File: src/rtl/sp_ram_rr_arbiter.sv
// Round-robin arbiter sharing one single-port 32-bit byte-enable RAM between NUM_PORTS
// requesters. Grants are combinational; every granted access returns an in-order response
// pulse RAM_LAT = 1 + OUT_REGS cycles later.
module sp_ram_rr_arbiter #(
    parameter int unsigned NUM_PORTS  = 2,
    parameter int unsigned ADDR_WIDTH = 10,
    parameter int unsigned OUT_REGS   = 0
) (
    input  logic                            Clk_CI,
    input  logic                            Rst_RBI,
    input  logic [NUM_PORTS-1:0]            Req_SI,
    output logic [NUM_PORTS-1:0]            Gnt_SO,
    input  logic [NUM_PORTS-1:0]            WrEn_SI,
    input  logic [NUM_PORTS*4-1:0]          BEn_SI,
    input  logic [NUM_PORTS*32-1:0]         WrData_DI,
    input  logic [NUM_PORTS*ADDR_WIDTH-1:0] Addr_DI,
    output logic [NUM_PORTS-1:0]            RValid_SO,
    output logic [31:0]                     RdData_DO,
    output logic                            RamCSel_SO,
    output logic                            RamWrEn_SO,
    output logic [3:0]                      RamBEn_SO,
    output logic [31:0]                     RamWrData_DO,
    output logic [ADDR_WIDTH-1:0]           RamAddr_DO,
    input  logic [31:0]                     RamRdData_DI
);

    localparam int unsigned RamLat = 1 + OUT_REGS;
    localparam int unsigned IdW    = (NUM_PORTS > 1) ? $clog2(NUM_PORTS) : 1;

    if (NUM_PORTS < 2 || NUM_PORTS > 8) begin : gen_bad_num_ports
        $error("sp_ram_rr_arbiter: NUM_PORTS must be in 2..8");
    end

    logic [IdW-1:0]       ptr_q, ptr_d;
    logic                 any_gnt;
    logic [IdW-1:0]       gnt_id;
    logic [NUM_PORTS-1:0] gnt;
    logic [RamLat-1:0]    vld_q;
    logic [IdW-1:0]       id_q [RamLat];

    // Search ptr, ptr+1, ... for the first requester; no grant while reset is held.
    always_comb begin
        int unsigned idx;
        gnt     = '0;
        gnt_id  = '0;
        any_gnt = 1'b0;
        idx     = 0;
        for (int unsigned k = 0; k < NUM_PORTS; k++) begin
            idx = (32'(ptr_q) + k) % NUM_PORTS;
            if (!any_gnt && Req_SI[idx]) begin
                any_gnt  = 1'b1;
                gnt[idx] = 1'b1;
                gnt_id   = IdW'(idx);
            end
        end
        if (!Rst_RBI) begin
            gnt     = '0;
            any_gnt = 1'b0;
        end
        ptr_d = any_gnt ? IdW'((32'(gnt_id) + 1) % NUM_PORTS) : ptr_q;
    end

    assign Gnt_SO = gnt;

    // Steer the granted port's payload to the RAM; everything idles at zero otherwise.
    always_comb begin
        RamCSel_SO   = any_gnt;
        RamWrEn_SO   = 1'b0;
        RamBEn_SO    = '0;
        RamWrData_DO = '0;
        RamAddr_DO   = '0;
        for (int unsigned i = 0; i < NUM_PORTS; i++) begin
            if (gnt[i]) begin
                RamWrEn_SO   = WrEn_SI[i];
                RamBEn_SO    = BEn_SI[i*4 +: 4];
                RamWrData_DO = WrData_DI[i*32 +: 32];
                RamAddr_DO   = Addr_DI[i*ADDR_WIDTH +: ADDR_WIDTH];
            end
        end
    end

    // Priority pointer and {valid, id} shift register tracking the RAM latency.
    always_ff @(posedge Clk_CI or negedge Rst_RBI) begin
        if (!Rst_RBI) begin
            ptr_q <= '0;
            vld_q <= '0;
            for (int unsigned i = 0; i < RamLat; i++) id_q[i] <= '0;
        end else begin
            ptr_q    <= ptr_d;
            vld_q[0] <= any_gnt;
            id_q[0]  <= gnt_id;
            for (int unsigned i = 1; i < RamLat; i++) begin
                vld_q[i] <= vld_q[i-1];
                id_q[i]  <= id_q[i-1];
            end
        end
    end

    // Decode the oldest pipeline stage into a one-hot response pulse.
    always_comb begin
        RValid_SO = '0;
        for (int unsigned i = 0; i < NUM_PORTS; i++) begin
            RValid_SO[i] = vld_q[RamLat-1] && (id_q[RamLat-1] == IdW'(i));
        end
    end

    assign RdData_DO = RamRdData_DI;

`ifndef SYNTHESIS
    logic [NUM_PORTS-1:0]            pend_q;
    logic [NUM_PORTS-1:0]            wren_q;
    logic [NUM_PORTS*4-1:0]          ben_q;
    logic [NUM_PORTS*32-1:0]         wdata_q;
    logic [NUM_PORTS*ADDR_WIDTH-1:0] addr_q;

    // Protocol checks: one-hot grants/responses, grant only on request, stable pending payload.
    always_ff @(posedge Clk_CI) begin
        pend_q  <= Rst_RBI ? (Req_SI & ~Gnt_SO) : '0;
        wren_q  <= WrEn_SI;
        ben_q   <= BEn_SI;
        wdata_q <= WrData_DI;
        addr_q  <= Addr_DI;
        if (Rst_RBI) begin
            assert ($onehot0(Gnt_SO)) else $error("Gnt_SO not onehot0");
            assert ($onehot0(RValid_SO)) else $error("RValid_SO not onehot0");
            assert ((Gnt_SO & ~Req_SI) == '0) else $error("grant without request");
            for (int unsigned i = 0; i < NUM_PORTS; i++) begin
                if (pend_q[i] && Req_SI[i]) begin
                    assert (WrEn_SI[i] == wren_q[i] && BEn_SI[i*4 +: 4] == ben_q[i*4 +: 4] &&
                            WrData_DI[i*32 +: 32] == wdata_q[i*32 +: 32] &&
                            Addr_DI[i*ADDR_WIDTH +: ADDR_WIDTH] ==
                            addr_q[i*ADDR_WIDTH +: ADDR_WIDTH])
                        else $error("payload changed while request pending");
                end
            end
        end
    end
`endif

endmodule

File: config.mk
export PLATFORM = sky130hd
export DESIGN_NAME = sp_ram_rr_arbiter
export DESIGN_NICKNAME = d
export VERILOG_FILES = /design/src/rtl/sp_ram_rr_arbiter.sv
export SDC_FILE = /design/constraint.sdc
export NUM_CORES = 1
export LEC_CHECK = 0
export CORE_AREA = 2 2 82 84
export CTS_BUF_LIST = sky130_fd_sc_hd__clkbuf_4 sky130_fd_sc_hd__clkbuf_8 sky130_fd_sc_hd__clkbuf_16
export CTS_CLUSTER_DIAMETER = 80
export CTS_CLUSTER_SIZE = 16
export DETAILED_ROUTE_END_ITERATION = 8
export DIE_AREA = 0 0 84 86
export GPL_TIMING_DRIVEN = 1
export PLACE_DENSITY = 0.72
export SLEW_MARGIN = 20
export SYNTH_ARGS = -nofsm -noshare
export SYNTH_HDL_FRONTEND = slang
export SYNTH_SLANG_ARGS = --single-unit
File: constraint.sdc
create_clock -name Clk_CI -period 2 [get_ports Clk_CI]
set_input_delay 0.5 -clock Clk_CI [delete_from_list [all_inputs] [get_ports Clk_CI]]
set_output_delay 0.5 -clock Clk_CI [all_outputs]
set_load 0.03 [all_outputs]
==> reports/results.tsv, run 1 <==
metric	value	unit
DRT Wirelength	5920	um
setup violators final	0	
Post-Syn Area per Cell	5.65	um2
Sequential Power Share	0.061	
fin nets	461	
min cycle time layout	1.92	ns
Worst IR Drop VDD	230	uV
hold buffers post-CTS	0	
Core Area	6280	um2
total congestion overflow	0	
Sink Count	3	
clk root buf	clkbuf_8	
outcome	completed	
Max Cap Viol	0	
Hold Vio Cnt, Final	0	
layout cell share with drive strength beyond 1	0.367	
Startpoint Class	input pin	
RR Endpoint	id_q$_DFF_PN0_	
placed cell count	396	
first-pass GRT wire length	8500	um
CP required	1.50	ns
combinational power share	0.788	
first drt pass iteration count	4	
r2r setup slk	0.95	ns
Max-slew headroom	0.791	
critical path type	input pin to output pin	
number of CTS-inserted buffers	3	
worst clock skew	0.00306	ns
GPL Wtd Cong	0.751	
Final ANT Viol Nets	0	
Leakage	1.27	nW
Tot GR Track Use	0.141	
Fmax	0.521	GHz
Top Ports	214	
clock transition at the registers of the reported paths	0.03	ns
synth top area cells	nand2_1 (31%), buf_4 (22%), o22ai_1 (20%), o22ai_2 (8.4%), dfrtp_1 (6.3%)	
HPWL after DPL	4200	um
Pint	0.718	mW
final worst path period share	0.960	
Psw	0.503	mW
Core Rows	29	
Vias	1900	
H-Tree Depth	1	
RSZ-0062 raised after global routing	no	
die area	7220	um2
Mapped Nets	341	
sequential-to-total area share from yosys stat	0.0630	
Iter 0 DRT Violations	32	
proportion of netlist area held by the largest area contributor	0.305	
# diodes	0	
CTS tree	yes	
clock network fraction of total power	0.152	
final cell count without fillers	407	
Yosys reg bits	3	
final core occ	0.481	
initial antenna violation count	0	
drt wl/cell	14.5	um
clk_lat worst skew	0.21	ns
WP data arrival	1.42	ns
Critical path origin	WrData_DI[35]	
Power per Cell Area	404	nW/um2
Slew @ Worst Pin	0.313	ns
Synth warnings	0	
DRC violation count after routing	0	
initial core utilization	0.190	
vias per cell	4.67	
largest net degree at the start of global routing	45	
vias in the first global route	1865	
Die Wd	84	um
launch point of the worst reg-to-reg path	ptr_q$_DFFE_PN0P_	
Cell variety after synth	15	
Die H	86	um
cell count after synthesis	211	
Max clock buf depth	2	
synth-to-layout area growth	153	%
Synth Cell Area	1190	um2
switch share	0.412	
endpoint type of the worst setup path	output pin	
cell depth of the worst flop-to-flop path	4	
Final Max Slew Viols	0	
HP Class	input pin to async pin	
fill count	610	
PortBufs	149	
area leader, netlist	nand2_1	
critical-path maximum fanout	1	
==> worst max-delay path, stage by stage <==
cell             delay (ns)
clkdlybuf4s50_1        0.46
nand2_1                0.11
o22ai_4                0.21
buf_12                 0.14
==> Yosys cell counts (all sizes together) <==
library cell and number:
clkbuf 7, buf 46, inv 2, a31oi 1, a21oi 1, nand2b 1, dfrtp 3, and2 1
nor2 4, nor2b 1, o22ai 47, nand2 97
==> cell type report <==
cell class              instances  area (um2)  share of cell area
inverters                       2        7.51             0.00249
well taps                      77        96.3              0.0319
flip-flops and latches          3        75.1              0.0249
multi-input cells             153        1030               0.341
repair buffers                168        1760               0.584
clock buffers                   4        48.8              0.0162
==> power groups by stage <==
stage | clock [mW] | sequential (mW) | combinational, mW
floorplan | 0 | 0.0728 | 0.541
global placement | 0 | 0.0741 | 0.815
detailed placement | 0 | 0.0744 | 0.820
CTS | 0.191 | 0.0743 | 0.890
global route | 0.205 | 0.0749 | 1.02
finish | 0.185 | 0.0738 | 0.961
==> worst max-delay path by stage <==
stage	end	slack, ns	cells after the start
final	RamWrData_DO[3]	0.08	4
after global routing	RamAddr_DO[2]	0.002	5
after CTS	RamWrData_DO[5]	-0.02	6
after detailed placement	RamWrEn_SO	-0.32	6
after global placement	RamWrEn_SO	-0.28	6
after floorplan	RamAddr_DO[0]	0.02	4
==> kinds of logic after synthesis <==
family | count (synthesis) | synth area share
compound gates | 49 | 0.298
buf+inv | 55 | 0.305
flops | 3 | 0.0630
simple gates | 104 | 0.334
==> flip-flops by register name, summed over array words and instances, names as in the netlist <==
signal	flops
id_q	1
ptr_q	1
vld_q	1
==> stage by stage <==
stage               area [um2]  hold slack, ns  setup TNS, ns  power, mW  setup WS (ns)
floorplan                 1320           0.204              0      0.614         0.0233
global placement          2640           0.501          -9.83      0.889         -0.280
detailed placement        2640           0.511         -10.50      0.894         -0.320
CTS                       2840           0.293         -0.132       1.16        -0.0208
global route              3020           0.291              0       1.30        0.00232
finish                    3020           0.293              0       1.22         0.0802
==> repair_timing <==
action	4_1_cts	5_1_grt
buffers inserted	0	2
pin swaps	2	2
setup endpoints to repair	50	46
gates cloned	2	3
resized for setup	29	19
==> layout by cell type, fill, tap and decap left out, drive strengths merged, types with 2 or more instances in the layout <==
cell,count
buf,69
clkbuf,7
clkdlybuf4s50,96
dfrtp,3
inv,2
nand2,97
nor2,4
o22ai,47
==> per-layer routing <==
metal / part of all wire / vias up / global-route usage
met5: 0 / - / 0
met2: 0.53 / 100 / 0.275
met3: 0.086 / 22 / 0.0385
met1: 0.36 / 862 / 0.143
met4: 0.022 / 0 / 0.0528
li1: - / 916 / -
No activity file was read; power rests on OpenSTA's default activity.
==> inputs of run 2 (changes only) <==
- HOLD_SLACK_MARGIN: unset -> 0.15
==> results of run 2 <==
The final DEF is identical to that of run 1; final timing and power are the same.
==> inputs of run 3 (changes only) <==
- CORE_AREA: 2 2 82 84 -> 4 4 82 84
- DIE_AREA: 0 0 84 86 -> 0 0 86 88
- PLACE_DENSITY: 0.72 -> 0.75
==> run 3 against run 2 <==
Effect of this change: clock power is 4% higher; non-clock buffer count is 7 lower; clock skew down 0.0030 ns; combinational power fell by 4.4%; global-route usage is 0.13 points lower; worst hold slack better by 0.075 ns; final cell count shrank 2.2%; flip-flop and latch count unchanged; sequential power rose by 1%; routed wire length fell by 0.51%; critical path type unchanged; largest power group unchanged.
==> reports/results.tsv, run 3 (synthesis results as in run 1) <==
metric	value	unit	change
vias per cell	4.65		-0.32%
die area	7570	um2	+4.8%
Sink Count	3		unchanged
CP max stage cell	clkdlybuf4s15_2		
Fmax	0.508	GHz	-2.6%
setup violators final	0		unchanged
Tot GR Track Use	0.140		-0.00134
HP Class	input pin to async pin		
initial core utilization	0.201		+0.0114
Top Ports	214		unchanged
worst clock skew	0.0000684	ns	-0.00299 ns
top flop regs	id_q: 1 flops, ptr_q: 1 flops, vld_q: 1 flops		
PortBufs	149		unchanged
HPWL after DPL	4310	um	+2.5%
final worst path period share	0.985		+0.0252
Vias	1852		-2.5%
endpoint type of the worst setup path	output pin		
DRC violation count after routing	0		unchanged
Worst IR Drop VDD	171	uV	-26%
CTS tree	yes		
critical path type	input pin to output pin		
Iter 0 DRT Violations	38		+19%
Startpoint Class	input pin		
Die H	88	um	+2.3%
fin nets	454		-1.5%
Slew @ Worst Pin	0.310	ns	-0.00250 ns
# diodes	0		unchanged
Die Wd	86	um	+2.4%
clk root buf	clkbuf_8		
total power	1.19	mW	-2.9%
Core Rows	28		-3.4%
vias in the first global route	1843		-1.2%
crit-path cells	clkdlybuf4s15_2 -> nand2b_4 -> nand2_8 -> clkbuf_16 -> o22ai_2 -> buf_6		
GPL Wtd Cong	0.746		-0.57%
Leakage	1.22	nW	-3.5%
initial antenna violation count	0		unchanged
total congestion overflow	0		unchanged
commonest non-fill, non-tap cell in the layout	clkdlybuf4s50_1		
Max-slew headroom	0.792		+0.00167
H-Tree Depth	1		unchanged
clk_lat worst skew	0.22	ns	about the same
Core Area	5920	um2	-5.7%
synth-to-layout area growth	145	%	
most frequent cells in the layout	clkdlybuf4s50_1 (96), nand2_1 (95), o22ai_2 (40), buf_4 (26), buf_6 (26)		
first-pass GRT wire length	8560	um	+0.73%
setup tns final	0	ns	unchanged
Max Cap Viol	0		unchanged
Hold Vio Cnt, Final	0		unchanged
hold buffers post-CTS	0		unchanged
Max clock buf depth	2		unchanged
WP data arrival	1.47	ns	+0.05 ns
r2r setup slk	1.11	ns	+0.16 ns
layout cell share with drive strength beyond 1	0.353		-0.0137
clock transition at the registers of the reported paths	0.03	ns	about the same
drt wl/cell	14.8	um	+1.7%
Final Max Slew Viols	0		unchanged
min cycle time layout	1.97	ns	+0.0505 ns
Power per Cell Area	406	nW/um2	+0.35%
outcome	completed		
RSZ-0062 raised after global routing	yes		
DRT Wirelength	5890	um	-0.51%
final cell count without fillers	398		-2.2%
Final ANT Viol Nets	0		unchanged
CP required	1.50	ns	about the same
placed cell count	391		-1.3%
Post-CTS Setup Bufs	0		unchanged
first drt pass iteration count	4		unchanged
critical-path maximum fanout	10		+9
number of CTS-inserted buffers	3		unchanged
Critical Path Max Stage Delay	0.22	ns	-0.24 ns
largest net degree at the start of global routing	52		+16%
WHS	0.367	ns	+0.0747 ns
run 3: cell count changes in the layout (fill, tap and decap cells not counted):
cell / previous run / this run
clkdlybuf4s15_2: 0 / 1
o22ai_2: 37 / 40
buf_2: 2 / 1
clkbuf_16: 2 / 1
buf_6: 18 / 26
buf_12: 10 / 7
buf_4: 37 / 26
o22ai_4: 5 / 2
run 3: critical path, delay by kind of cell:
family	cells	cell delay, ns
AND/OR/NAND/NOR	2	0.21
AO/OA/AOI/OAI	1	0.18
buffers and inverters	3	0.57
run 3: routing by layer:
metal / up-vias / part of all wire / GRT usage
met2: 121 / 0.52 / 0.278
met3: 15 / 0.14 / 0.0546
met5: - / 0 / 0
li1: 900 / - / -
met1: 816 / 0.33 / 0.130
met4: 0 / 0.015 / 0.0432
run 3: final timing paths:
| check | start | to | cells past startpoint |
|---|---|---|---|
| max | Req_SI[0] | RamWrData_DO[30] | 6 |
| min | Rst_RBI | vld_q$_DFF_PN0_ | 2 |
| max reg2reg | ptr_q$_DFFE_PN0P_ | id_q$_DFF_PN0_ | 3 |
| min reg2reg | ptr_q$_DFFE_PN0P_ | ptr_q$_DFFE_PN0P_ | 1 |
| max in group asynchronous | Rst_RBI | ptr_q$_DFFE_PN0P_ | 2 |
| min in group Clk_CI | ptr_q$_DFFE_PN0P_ | ptr_q$_DFFE_PN0P_ | 1 |
run 3: final cells by class:
class	count	area, um2
clock buffer	4	48.8
sequential	3	75.1
tap	75	93.8
multi-input combinational	153	1010
fill	581	3000
timing repair buffer	161	1690
inverter	2	7.51
run 3: timing repair:
action,4_1_cts,5_1_grt
hold endpoints to repair,0,0
endpoints found under the setup margin,50,48
cloned,2,1
gates resized for setup,35,18
pin swaps,1,1
run 3: per-stage QoR:
step | utilization | instance area, um2 | setup WS, ns
2_1_floorplan | - | 1320 | 0.0233
3_3_place_gp | 0.435 | 2580 | -0.243
3_5_place_dp | 0.435 | 2580 | -0.270
4_1_cts | 0.473 | 2800 | -0.0542
5_1_grt | 0.494 | 2920 | -0.0134
6_report | 0.494 | 2920 | 0.0297
run 3: where the power goes:
| group | switching [mW] | internal, mW |
|---|---|---|
| clock | 0.0423 | 0.150 |
| combinational | 0.448 | 0.471 |
| sequential | 0.00623 | 0.0684 |
